===== config.mk =====
export PLATFORM = sky130hd
export DESIGN_NAME = pulse_gap_meter
export DESIGN_NICKNAME = d
export VERILOG_FILES = /design/src/rtl/pulse_gap_pkg.sv /design/src/rtl/pulse_lock_tracker.sv /design/src/rtl/pulse_gap_meter.sv
export SDC_FILE = /design/constraint.sdc
export NUM_CORES = 1
export LEC_CHECK = 0
export ABC_CLOCK_PERIOD_IN_PS = 3200
export BUFFER_PORTS_ARGS = -buffer_cell sky130_fd_sc_hd__buf_2
export CAP_MARGIN = 20
export CELL_PAD_IN_SITES_DETAIL_PLACEMENT = 1
export CELL_PAD_IN_SITES_GLOBAL_PLACEMENT = 1
export CORE_UTILIZATION = 46
export DETAILED_ROUTE_END_ITERATION = 6
export GPL_TIMING_DRIVEN = 0
export PLACE_DENSITY_LB_ADDON = 0.12
export SLEW_MARGIN = 20
export SYNTH_ARGS = -nofsm -noshare
export SYNTH_HDL_FRONTEND = slang
export SYNTH_SLANG_ARGS = --single-unit
export TNS_END_PERCENT = 1

===== constraint.sdc =====
create_clock -name clock -period 3.2 [get_ports clock]
set_clock_uncertainty 0.05 [all_clocks]
set_input_delay 0.64 -clock clock [delete_from_list [all_inputs] [get_ports clock]]
set_output_delay 0.64 -clock clock [all_outputs]
set_load 0.01 [all_outputs]

===== src/rtl/pulse_gap_pkg.sv =====
// rtl/pulse_gap_pkg.sv - shared FSM state and measurement record for the pulse gap meter
package pulse_gap_pkg;

    localparam int PKG_CNT_W = 8;

    typedef enum logic {
        SEEK    = 1'b0,
        MEASURE = 1'b1
    } gap_state_t;

    typedef struct packed {
        logic [PKG_CNT_W-1:0] period;
        logic [PKG_CNT_W-1:0] width;
        logic                 ovf;
    } meas_rec_t;

endpackage


===== src/rtl/pulse_lock_tracker.sv =====
// rtl/pulse_lock_tracker.sv - counts consecutive identical measurements and flags lock
module pulse_lock_tracker #(
    parameter int CNT_W      = 8,
    parameter int LOCK_COUNT = 3
) (
    input  logic             clock,
    input  logic             reset_n,
    input  logic             complete,
    input  logic [CNT_W-1:0] period,
    input  logic [CNT_W-1:0] width,
    input  logic             ovf,
    output logic             locked
);

    localparam int MW = $clog2(LOCK_COUNT + 1);

    logic [MW-1:0]    match_cnt;
    logic [CNT_W-1:0] prev_period;
    logic [CNT_W-1:0] prev_width;

    always_ff @(posedge clock or negedge reset_n) begin
        if (!reset_n) begin
            match_cnt   <= '0;
            prev_period <= '0;
            prev_width  <= '0;
        end else if (complete) begin
            if (ovf) begin
                match_cnt <= '0;
            end else begin
                // match_cnt of zero means there is no valid previous result to compare with
                if (match_cnt != '0 && period == prev_period && width == prev_width) begin
                    if (match_cnt < MW'(LOCK_COUNT))
                        match_cnt <= match_cnt + 1'b1;
                end else begin
                    match_cnt <= MW'(1);
                end
                prev_period <= period;
                prev_width  <= width;
            end
        end
    end

    assign locked = (match_cnt >= MW'(LOCK_COUNT));

endmodule


===== src/rtl/pulse_gap_meter.sv =====
// rtl/pulse_gap_meter.sv - period/width meter for a serial pulse stream; lock tracker under PULSE_GAP_METER_LOCK_EN
module pulse_gap_meter
    import pulse_gap_pkg::*;
#(
    parameter int CNT_W      = PKG_CNT_W,
    parameter int LOCK_COUNT = 3
) (
    input  logic             clock,
    input  logic             reset_n,
    input  logic             enable,
    input  logic             pulse_in,
    output logic [CNT_W-1:0] period_out,
    output logic [CNT_W-1:0] width_out,
    output logic             ovf_out,
    output logic             meas_valid,
    input  logic             meas_ready,
    output logic             dropped,
    output logic             locked
);

    typedef struct packed {
        logic [CNT_W-1:0] period;
        logic [CNT_W-1:0] width;
        logic             ovf;
    } meas_t;

    localparam logic [CNT_W-1:0] CNT_MAX = {CNT_W{1'b1}};

    gap_state_t       state, state_n;
    logic [CNT_W-1:0] period_cnt, period_n;
    logic [CNT_W-1:0] width_cnt, width_n;
    logic             in_run, in_run_n;
    logic             in_q, rise, complete;
    meas_t            result, held;

    assign rise = pulse_in & ~in_q;

    always_ff @(posedge clock or negedge reset_n) begin
        if (!reset_n) begin
            state      <= SEEK;
            period_cnt <= '0;
            width_cnt  <= '0;
            in_run     <= 1'b0;
            in_q       <= 1'b0;
        end else begin
            state      <= state_n;
            period_cnt <= period_n;
            width_cnt  <= width_n;
            in_run     <= in_run_n;
            in_q       <= pulse_in;
        end
    end

    always_comb begin
        state_n  = state;
        period_n = period_cnt;
        width_n  = width_cnt;
        in_run_n = in_run;
        complete = 1'b0;
        result   = '0;
        if (!enable) begin
            state_n  = SEEK;
            period_n = '0;
            width_n  = '0;
            in_run_n = 1'b0;
        end else begin
            case (state)
                SEEK: begin
                    if (rise) begin
                        state_n  = MEASURE;
                        period_n = CNT_W'(1);
                        width_n  = CNT_W'(1);
                        in_run_n = 1'b1;
                    end
                end
                MEASURE: begin
                    if (rise) begin
                        complete      = 1'b1;
                        result.period = period_cnt;
                        result.width  = width_cnt;
                        period_n      = CNT_W'(1);
                        width_n       = CNT_W'(1);
                        in_run_n      = 1'b1;
                    end else if (period_cnt == CNT_MAX) begin
                        // no closing edge within the counter range: report saturation and re-arm
                        complete      = 1'b1;
                        result.period = CNT_MAX;
                        result.width  = width_cnt;
                        result.ovf    = 1'b1;
                        state_n       = SEEK;
                        period_n      = '0;
                        width_n       = '0;
                        in_run_n      = 1'b0;
                    end else begin
                        period_n = period_cnt + 1'b1;
                        if (in_run && pulse_in && width_cnt != CNT_MAX)
                            width_n = width_cnt + 1'b1;
                        if (!pulse_in)
                            in_run_n = 1'b0;
                    end
                end
                default: state_n = SEEK;
            endcase
        end
    end

    always_ff @(posedge clock or negedge reset_n) begin
        if (!reset_n) begin
            held       <= '0;
            meas_valid <= 1'b0;
            dropped    <= 1'b0;
        end else if (complete) begin
            if (!meas_valid || meas_ready) begin
                held       <= result;
                meas_valid <= 1'b1;
            end else begin
                dropped <= 1'b1;
            end
        end else if (meas_valid && meas_ready) begin
            meas_valid <= 1'b0;
        end
    end

    assign period_out = held.period;
    assign width_out  = held.width;
    assign ovf_out    = held.ovf;

`ifdef PULSE_GAP_METER_LOCK_EN
    pulse_lock_tracker #(
        .CNT_W      (CNT_W),
        .LOCK_COUNT (LOCK_COUNT)
    ) u_lock (
        .clock    (clock),
        .reset_n  (reset_n),
        .complete (complete),
        .period   (result.period),
        .width    (result.width),
        .ovf      (result.ovf),
        .locked   (locked)
    );
`else
    assign locked = 1'b0;
`endif

endmodule


; ---- Word level (Yosys, flattened, before mapping)
; Cells that the tools add are included.
[word_totals]
reg_bits = 38
in_bits = 5
output_inout_bits = 20
wordCells = 66
[op_classes]
add_sub_neg = 2
n_eq_ne = 6
mux = 33
bitwise = 4
n_reduce_logical = 11
[op_table]
columns = cell, n
row1 = 8-bit 2-to-1 mux, 8
row2 = 17-bit 2-to-1 mux, 3
row3 = 8-bit one-hot mux with 2 select lines, 2
row4 = 1-bit 2-to-1 mux, 17
row5 = "8-bit by 1-bit adder with 8-bit output, second input constant", 2
row6 = 16-bit 2-to-1 mux, 1
row7 = 2-bit AND reduction, 5
row8 = "8-bit == test, second input constant", 1
row9 = "8-bit != test, second input constant", 1
row10 = "5-bit by 2-bit != test with 1-bit output, second input constant", 1
row11 = "5-bit by 3-bit != test with 1-bit output, second input constant", 1
row12 = 1-bit one-hot mux with 2 select lines, 2
row13 = 1-bit logical AND, 3
row14 = "3-bit != test, second input constant", 1
row15 = 1-bit NOT, 3
row16 = "2-bit by 1-bit != test with 1-bit output, second input constant", 1
row17 = 2-bit nonzero test, 1
row18 = 1-bit bitwise AND, 1
row19 = 1-bit logical NOT, 1
row20 = 1-bit logical OR, 1

; ---- Longest topological paths before layout
; Gate-level depths: netlist of run 1.
[depth]
word_depth = 7
depth_mapped = 7

; ---- Worst setup path after synthesis of run 1
; No wires, ideal clock.
[synth_timing]
kind = flip-flop to flip-flop
from = reg period_cnt[0]
to = reg width_cnt[7]
arrival_time_ps = 1564
required_time_ps = 3032
setup_slack_ps = 1468
stages_incl_launch_ff = 8
path_buffers = 1
period_less_slack_ps = 1732
cell_sequence = dfrtp_1 > ha_1 > nand3_1 > o2111a_1 > and3_4 > buf_6 > a21o_1 > a21o_1
[synth_between]
elab_chain_len = 5
[synth_rtl]
columns = item, line
row1 = "start, declared", pulse_gap_meter.sv:30  ; logic [CNT_W-1:0] period_cnt, period_n;
row2 = "start signal, assigned", pulse_gap_meter.sv:47  ; period_cnt <= period_n;
row3 = 8-bit == test *, pulse_gap_meter.sv:84  ; end else if (period_cnt == CNT_MAX) begin
row4 = 8-bit 2-to-1 mux, pulse_gap_meter.sv:84
row5 = 8-bit 2-to-1 mux, pulse_gap_meter.sv:77  ; if (rise) begin
row6 = 8-bit one-hot mux with 2 select lines, pulse_gap_meter.sv:67  ; case (state)
row7 = 8-bit 2-to-1 mux, pulse_gap_meter.sv:61  ; if (!enable) begin
row8 = "end signal, assigned", pulse_gap_meter.sv:48  ; width_cnt <= width_n;
row9 = "end, declared", pulse_gap_meter.sv:31  ; logic [CNT_W-1:0] width_cnt, width_n;
; Every way passes the cells marked *; elsewhere a longest branch is shown, timed or not.
; A chain may end at the register's enable or synchronous reset.

; ---- Worst setup path after layout of run 1
[layout_timing]
from = reg period_cnt[0]
to = reg held (netlist bit width_out[4])
[layout_between]
elab_chain_len = 6
[layout_rtl]
columns = item, line
row1 = 8-bit == test *, pulse_gap_meter.sv:84
row2 = 1-bit 2-to-1 mux, pulse_gap_meter.sv:84
row3 = 1-bit 2-to-1 mux, pulse_gap_meter.sv:77
row4 = 1-bit 2-to-1 mux, pulse_gap_meter.sv:67
row5 = 1-bit 2-to-1 mux, pulse_gap_meter.sv:61
row6 = 2-bit AND reduction (no source line), -
row7 = "end signal, assigned", pulse_gap_meter.sv:114  ; held <= result;
row8 = "end, declared", pulse_gap_meter.sv:34  ; meas_t result, held;
; Marked as above.

==> impl_metrics.toml, run 1 <==
[outcome]
status = "complete, no violations"

[logic_synthesis]
post_synth_fa_ha_maj_area_fraction = 0.0144
synth_top_family_by_area = "simple AND/OR/NAND/NOR gates"
synth_area_leaders = "dfrtp_1 (55%), o21ai_0 (4.3%), nor2_1 (3.9%)"
syn-cell-area_um2 = 1740
yosysSeqAreaShare = 0.548
synth_compound_area_frac = 0.169
synth_top_area_frac = 0.548
ys_types = 39
synth-simple-area-share = 0.174
yosys.area.top_type = "dfrtp_1"
synth_xor_area_frac = 0.0303
synth_mux_area_frac = 0.0259
synth_seq_cells = 38
syn_avg_cell_area_um2 = 10.2
synth-warning-count = 0
synth_fp_nets = 177
syn_inst = 170

[critical_path]
worstPathArrival_ps = 2140
end_kind = "flop"
rrSetupSlack_ps = 1160
regToRegStartpoint = "period_cnt[0]$_DFFE_PN0P_"
startpoint_type = "flop"
cp.required_ps = 3300
crit_type = "flop to flop"
r2r-end = "width_out[4]$_DFFE_PN0P_"
rr_worst_depth = 6
crit_fanout = 10

[sta]
hold_viol = 0
grt_setup_unrepaired = "false"
timing.final.max_slew_violations = 0
slew_headroom = 0.448
setup_viol = 0
worst_slack_ps = 1160
max_slew.worst_pin.slew_ps = 827
fmax_mhz = 491
fin_setup_tns_ps = 0
finalCritPeriodShare = 0.637
fin_crit_ps = 2040

[grt]
antenna_found_initial = 0
grt_overflow = 0
track_usage = 0.215
grt_pass1_vias = 1402
grt_max_degree = 39
grt_pass1_wl_mm = 6.63

[route]
num_vias = 1356
dr.pass1.iters = 4
wl_mm = 3.72
wire_per_inst_um = 15.1
drcViolationCount = 0
drt_iter0_markers = 48
antenna_left = 0
via_per_inst = 5.51

[finish]
diodes = 0
finalNetCount = 206
syn_to_final_growth_pct = 14.9
fill_cells = 428
finalNonFillerCells = 246
multi_input_area_um2 = 722
final_util = 0.575
register_area_um2 = 951
drive_gt1_frac = 0.215

[clock_tree]
clk_path_buf_depth = 2
cts_tree = "yes"
postCtsResizedCells = 0
htreeDepth = 2
clock_latency_ps = 290
clk_pin_slew_ps = 70
ctsHoldBuffers = 0
postCtsSetupBuffers = 0
cts_root_buf = "clkbuf_8"
cts-buffers-inserted = 5
clock_sinks = 38

[placed_design]
numPortBuffers = 22
place_ws_ps = 998
gp_congestion = 0.820
place_hpwl_mm = 2.70
placedCellCount = 238

[power_and_ir_drop]
p_leak_nw = 0.961
ir_drop_mv = 0.285
power_density_nw_per_um2 = 505

[floorplan]
start_util = 0.501
fp.dieW_um = 63.4
rows = 21
ios = 25
chipHeight_um = 63.4
core_region_area_um2 = 3470
dieArea_um2 = 4030

[flow_run]
drv_cap = 0

[hold_path]
hold_path_class = "input port to async pin"
[routing by layer]
layer,GRT usage,share of wire,wire length [um],up-vias
met2,0.352,0.49,1820,26
met3,0.0380,0.030,112,8
met1,0.277,0.46,1720,668
met4,0.0909,0.017,65,0
met5,0,0,0,-
li1,-,-,-,654
[metrics by stage]
step                      cell area [um2]  hold WS, ps  power [mW]
final                                2000          392        1.01
after global routing                 2000          438        1.06
after CTS                            2000          414        1.02
after detailed placement             1900          415       0.688
after global placement               1900          405       0.680
after floorplan                      1740          294       0.626
[power by group]
part | internal (mW) | switching [mW]
Combinational | 0.0568 | 0.0775
Clock | 0.174 | 0.160
Sequential | 0.520 | 0.0213
Total | 0.750 | 0.258
[layout make-up]
type | instances | share of cell area
plain buffers | 7 | 0.0207
clock buffers | 7 | 0.0433
clock inverters | 1 | 0.00251
well taps | 46 | 0.0288
inverters | 6 | 0.0113
repair buffers | 22 | 0.0552
multi-input cells | 119 | 0.362
flip-flops and latches | 38 | 0.476
[cell usage in the layout, fill, tap and decap left out, types with 2 or more instances in the layout]
master,synthesis,routed
a21o_1,3,3
a21oi_1,9,9
a22o_1,2,2
buf_2,3,25
clkbuf_1,2,3
clkbuf_8,0,6
dfrtp_1,38,38
ha_1,2,2
inv_1,6,6
mux2_2,4,4
nand2_1,15,15
nand2b_1,3,3
nand3_1,9,9
nand4_1,3,3
nor2_1,18,18
nor2b_1,2,2
nor3_1,4,4
o211ai_1,2,2
o21ai_0,15,15
o21bai_1,2,2
o22a_1,2,2
or3_1,4,4
xnor2_1,4,4
xor2_1,2,2
[synth_stat cells]
library cell   n
nor2_1        18
ha_1           2
or2_2          1
nand4_1        3
o211a_1        1
o211ai_1       2
buf_6          1
buf_2          3
a311o_1        1
a22oi_1        1
o2111a_1       1
o21a_1         1
clkbuf_1       2
nor3b_1        1
nand2_1       15
o21bai_1       2
a311oi_1       1
inv_1          6
xnor2_1        4
mux2_2         4
nand4_2        1
a211oi_1       1
o2111ai_2      1
nand3_1        9
conb_1         1
a21oi_2        1
nor2b_1        2
buf_4          1
xor2_1         2
a22o_1         2
a21o_1         3
dfrtp_1       38
nor3_1         4
o21ai_0       15
a21oi_1        9
or3_1          4
nand2b_1       3
o22a_1         2
and3_4         1
[logic make-up (layout without fill, tap and decap cells)]
| kind of cell | after synthesis | count (layout) |
|---|---|---|
| DFF | 38 | 38 |
| and+or+nand+nor | 62 | 62 |
| adders and majority gates | 2 | 2 |
| xor gates and xnor gates | 6 | 6 |
| AOI/OAI and AO/OA | 44 | 44 |
| muxes | 4 | 4 |
| other | 1 | 1 |
| buffers and inverters | 13 | 43 |
[critical path: stages, from the launching register on]
cell and delay, ps:
dfrtp_1 430, ha_1 260, nand3_1 160, nor2_1 100, o2111ai_2 390, clkbuf_1 350, o21ai_0 160
[state kept, by name (all words and copies together) (netlist names)]
name,flops
period_cnt,8
period_out,8
width_cnt,8
width_out,8
dropped,1
in_q,1
in_run,1
meas_valid,1
ovf_out,1
state,1
[how the worst max path moves through the flow]
stage / cells past startpoint / slack (ps) / end / start
after detailed placement: 6 / 1000 / width_out[4]$_DFFE_PN0P_ / pulse_in
final: 6 / 1160 / width_out[4]$_DFFE_PN0P_ / period_cnt[0]$_DFFE_PN0P_
after global placement: 6 / 1090 / period_out[6]$_DFFE_PN0P_ / pulse_in
after CTS: 7 / 1130 / width_out[4]$_DFFE_PN0P_ / period_cnt[0]$_DFFE_PN0P_
after floorplan: 7 / 1470 / width_cnt[7]$_DFFE_PN0P_ / period_cnt[0]$_DFFE_PN0P_
after global routing: 6 / 970 / width_cnt[2]$_DFFE_PN0P_ / period_cnt[0]$_DFFE_PN0P_
(Power assumes the default switching activity.)
==> run 2, diff against run 1 <==
- ABC_CLOCK_PERIOD_IN_PS: 3200 -> 1800
- CORE_UTILIZATION: 46 -> 39
- clock period: 3.2 -> 1.8 ns (I/O delays scaled with it)
==> run 2 against run 1 <==
Compared with the run above:
- global-route usage decreased by 1.2 points
- die area increased by 17%
- critical path type unchanged
- non-clock buffer count increased by 4
- cell area increased by 5.9%
- via count increased by 2.8%
==> impl_metrics.toml, run 2 (synthesis results as in run 1) <==
[outcome]
status = "complete, no violations"

[route]
wl_mm = 4.11
drcViolationCount = 0
num_vias = 1394
drt_iter0_markers = 54
via_per_inst = 5.51
wire_per_inst_um = 16.2
antenna_left = 0
dr.pass1.iters = 3

[clock_tree]
cts_root_buf = "clkbuf_8"
cts_tree = "yes"
clock_sinks = 38
clk_path_buf_depth = 2
htreeDepth = 2
clk_pin_slew_ps = 70
ctsHoldBuffers = 0
cts-buffers-inserted = 5
clock_latency_ps = 290

[critical_path]
critPathTopFamily = "compound AO/OA/AOI/OAI gates"
crit_fanout = 7
startpoint_type = "flop"
rr_worst_depth = 7
worstPathCellList = "ha_4, nand3_2, o2111a_2, and3_4, buf_6, a21o_1, a21o_1"
crit_type = "flop to flop"
path_common_cell = "a21o_1"
regToRegStartpoint = "period_cnt[1]$_DFFE_PN0P_"
r2r-end = "width_cnt[7]$_DFFE_PN0P_"
max_stage_delay_ps = 400
end_kind = "flop"
worstPathArrival_ps = 1910
cp_slowest_cell = "dfrtp_1"
rrSetupSlack_ps = 20
cp.required_ps = 1940
crit_buf_inv = 1

[finish]
finalNetCount = 210
final_util = 0.510
drive_gt1_frac = 0.296
diodes = 0
final_cell_mix = "dfrtp_1 (38), buf_2 (25), nor2_1 (17)"
syn_to_final_growth_pct = 21.7
fin_area_um2 = 2110
final_common_cell = "dfrtp_1"

[sta]
slew_headroom = 0.446
grt_setup_unrepaired = "true"
fin_crit_ps = 1780
timing.final.max_slew_violations = 0
fmax_mhz = 563
hold_viol = 0
max_slew.worst_pin.slew_ps = 831
finalCritPeriodShare = 0.987
setup_viol = 0

[floorplan]
chipHeight_um = 68.7
fp.dieW_um = 68.7
rows = 23
start_util = 0.419
dieArea_um2 = 4720
core_region_area_um2 = 4140
ios = 25

[flow_run]
drv_cap = 0

[power_and_ir_drop]
p_sw_mw = 0.488
power_density_nw_per_um2 = 845
pwr-share-seq = 0.539
ir_drop_mv = 0.443
p_int_mw = 1.30
swShare = 0.273
p_comb_frac = 0.149
pwr-share-clk = 0.312
p_leak_nw = 0.984

[placed_design]
gp_congestion = 0.811
placed_area_um2 = 1910
numPortBuffers = 22
place_hpwl_mm = 2.79

[grt]
grt_pass1_vias = 1376
grt_max_degree = 39
antenna_found_initial = 0
grt_overflow = 0
grt_pass1_wl_mm = 6.73
track_usage = 0.202

[hold_path]
hold_path_class = "input port to async pin"
## run 2: stage by stage
step           TNS (ps)  cells  total power, mW  hold WS [ps]  worst slack [ps]
6_report              0    253             1.79           108              23.4
4_1_cts               0    253             1.80           155             0.942
3_3_place_gp      -3020    242             1.21           406              -210
2_1_floorplan         0    170             1.11          14.4              67.8
3_5_place_dp      -4460    242             1.23           414              -317
5_1_grt            -135    253             1.89           196             -42.6
## run 2: worst max-delay path by stage
stage                              startpoint                        end  cells after the start
CTS                 period_cnt[0]$_DFFE_PN0P_   width_cnt[7]$_DFFE_PN0P_                      7
detailed placement  period_cnt[0]$_DFFE_PN0P_  period_out[3]$_DFFE_PN0P_                      6
global route        period_cnt[0]$_DFFE_PN0P_   width_cnt[7]$_DFFE_PN0P_                      7
floorplan           period_cnt[0]$_DFFE_PN0P_   width_cnt[7]$_DFFE_PN0P_                      7
global placement    period_cnt[0]$_DFFE_PN0P_   width_cnt[2]$_DFFE_PN0P_                      6
finish              period_cnt[1]$_DFFE_PN0P_   width_cnt[7]$_DFFE_PN0P_                      7
## run 2: area by class of cell
class                           count  area, um2
Timing Repair Buffer               26        140
Tap cell                           50       62.6
Buffer                              7       43.8
Fill cell                         468       2030
Multi-Input combinational cell    119        815
Clock buffer                        5       68.8
Sequential cell                    38        951
Inverter                            6       22.5
Clock inverter                      2       10.0
## run 2: timing repair
action,in CTS,in global routing
buffers inserted,4,0
setup endpoints to repair,23,18
pin swaps,2,1
gates resized for setup,10,9
cloned,0,0
## run 2: power by group through the flow
stage	registers [mW]	logic (mW)	clock network (mW)
floorplan	1.01	0.104	0
global placement	0.975	0.237	0
detailed placement	0.982	0.246	0
CTS	0.961	0.264	0.571
global route	0.973	0.304	0.610
finish	0.963	0.266	0.557
## run 2: routing by layer
layer	wire length, um	share of wire	GRT usage
met4	48	0.012	0.0663
met1	1930	0.47	0.265
met5	0	0	0
met2	1960	0.48	0.321
met3	159	0.039	0.0559
==> run 3, diff against run 2 <==
--- a/config.mk
+++ b/config.mk
@@ -15,5 +15,5 @@
 export GPL_TIMING_DRIVEN = 0
 export PLACE_DENSITY_LB_ADDON = 0.12
-export SLEW_MARGIN = 20
+export SLEW_MARGIN = 15
 export SYNTH_ARGS = -nofsm -noshare
 export SYNTH_HDL_FRONTEND = slang
==> constraint.sdc (replaced) <==
create_clock -name clock -period 1.8 [get_ports clock]
set_clock_uncertainty 0.05 [all_clocks]
set_input_delay 0.18 -clock clock [delete_from_list [all_inputs] [get_ports clock]]
set_output_delay 0.18 -clock clock [all_outputs]
set_load 0.01 [all_outputs]
==> run 3 against run 2 <==
Compared with the run above:
- global-route usage unchanged
- first-iteration DRC count up 11%
- non-clock buffer count up 1
- critical path depth unchanged
- core utilization up 0.24 points
- critical path type unchanged
- largest cell class unchanged
==> impl_metrics.toml, run 3 (synthesis results as in run 1) <==
[grt]
grt_max_degree = 39
grt_pass1_vias = 1376
grt_pass1_wl_mm = 6.73
grt_overflow = 0
track_usage = 0.202
antenna_found_initial = 0

[hold_path]
hold_path_class = "input port to flop"
worstHoldPathCells = 1

[route]
dr.pass1.iters = 4
wire_per_inst_um = 16.2
drcViolationCount = 0
via_per_inst = 5.46
num_vias = 1388
antenna_left = 0
drt_iter0_markers = 60
wl_mm = 4.10

[critical_path]
end_kind = "flop"
startpoint_type = "flop"
rr_worst_depth = 7
crit_fanout = 7
worstPathArrival_ps = 1910
crit_type = "flop to flop"
cp.required_ps = 1930

[finish]
finalNetCount = 211
fin_area_um2 = 2120
drive_gt1_frac = 0.294
fill_cells = 467
final_common_cell = "dfrtp_1"
syn_to_final_growth_pct = 22.3
final_cell_mix = "dfrtp_1 (38), buf_2 (25), nor2_1 (17)"
diodes = 0

[sta]
timing.final.max_slew_violations = 0
hold_viol = 0
grt_setup_unrepaired = "true"
slew_headroom = 0.445
fin_crit_ps = 1780
finalCritPeriodShare = 0.987
fmax_mhz = 563
setup_viol = 0
worst_slack_ps = 23.7
max_slew.worst_pin.slew_ps = 832
fin_setup_tns_ps = 0

[floorplan]
chipHeight_um = 68.7
core_region_area_um2 = 4140
ios = 25
dieArea_um2 = 4720
start_util = 0.419
rows = 23
fp.dieW_um = 68.7

[power_and_ir_drop]
p_leak_nw = 0.988
power_density_nw_per_um2 = 842
ir_drop_mv = 0.443

[placed_design]
numPortBuffers = 22
place_ws_ps = -317
placed_area_um2 = 1910
place_hpwl_mm = 2.79
gp_congestion = 0.811

[clock_tree]
cts-buffers-inserted = 5
cts_root_buf = "clkbuf_8"
clk_pin_slew_ps = 70
clk_path_buf_depth = 2
clock_latency_ps = 290
clock_sinks = 38
cts_tree = "yes"
htreeDepth = 2

[flow_run]
drv_cap = 0

[outcome]
status = "complete, no violations"
## run 3: cell types whose count changed in the layout (fill, tap and decap cells not counted)
cell           delta
dlygate4sd3_1     +1
## run 3: power breakdown
group	total [mW]	switching (mW)	leakage (nW)	internal (mW)
Sequential	0.963	0.0387	0.508	0.924
Combinational	0.267	0.152	0.436	0.115
Clock	0.558	0.298	0.0438	0.260
Total	1.79	0.488	0.988	1.30
## run 3: timing repair
action / in CTS / in global routing
buffers inserted: 4 / 0
setup endpoints to repair: 23 / 18
hold endpoints to repair: 38 / 0
gates cloned: 0 / 0
resized for setup: 10 / 9
hold buffers: 1 / 0
pin swaps: 2 / 1
## run 3: metal layers
metal	up-vias	track usage	part of all wire
met4	0	0.0663	0.012
met1	693	0.265	0.47
met5	-	0	0
li1	660	-	-
met3	6	0.0559	0.039
met2	29	0.321	0.48
## run 3: final timing paths
kind                            slack [ps]                      start                         to
worst min register to register         420  period_out[4]$_DFFE_PN0P_  period_out[4]$_DFFE_PN0P_
min in group asynchronous              470                    reset_n  period_out[3]$_DFFE_PN0P_
worst max-delay path                    20  period_cnt[0]$_DFFE_PN0P_   width_cnt[7]$_DFFE_PN0P_
worst min-delay path                    30                   pulse_in             in_q$_DFF_PN0_
max in group asynchronous              690                    reset_n   width_cnt[3]$_DFFE_PN0P_
worst max register to register          20  period_cnt[0]$_DFFE_PN0P_   width_cnt[7]$_DFFE_PN0P_
## run 3: worst max-delay path, cell delays in order (launching register included)
cell      delay (ps)
dfrtp_1          400
ha_4             170
nand3_2          120
o2111a_2         310
and3_4           180
buf_6            130
a21o_1           150
a21o_1           160
## run 3: stage by stage
stage	utilization	hold slack (ps)	std cells	power, mW
6_report	0.512	31.6	254	1.79
5_1_grt	0.512	23.5	254	1.89
4_1_cts	0.500	24.5	254	1.80
3_5_place_dp	0.461	298	242	1.23
3_3_place_gp	0.461	275	242	1.21
2_1_floorplan	-	-166	170	1.11
## run 3: area by class of cell
type / instances / area, um2 / area share
Clock inverter: 2 / 10.0 / 0.00471
Inverter: 6 / 22.5 / 0.0106
Clock buffer: 5 / 68.8 / 0.0324
Tap cell: 50 / 62.6 / 0.0295
Buffer: 7 / 43.8 / 0.0206
Sequential cell: 38 / 951 / 0.448
Multi-Input combinational cell: 119 / 815 / 0.384
Timing Repair Buffer: 27 / 150 / 0.0707
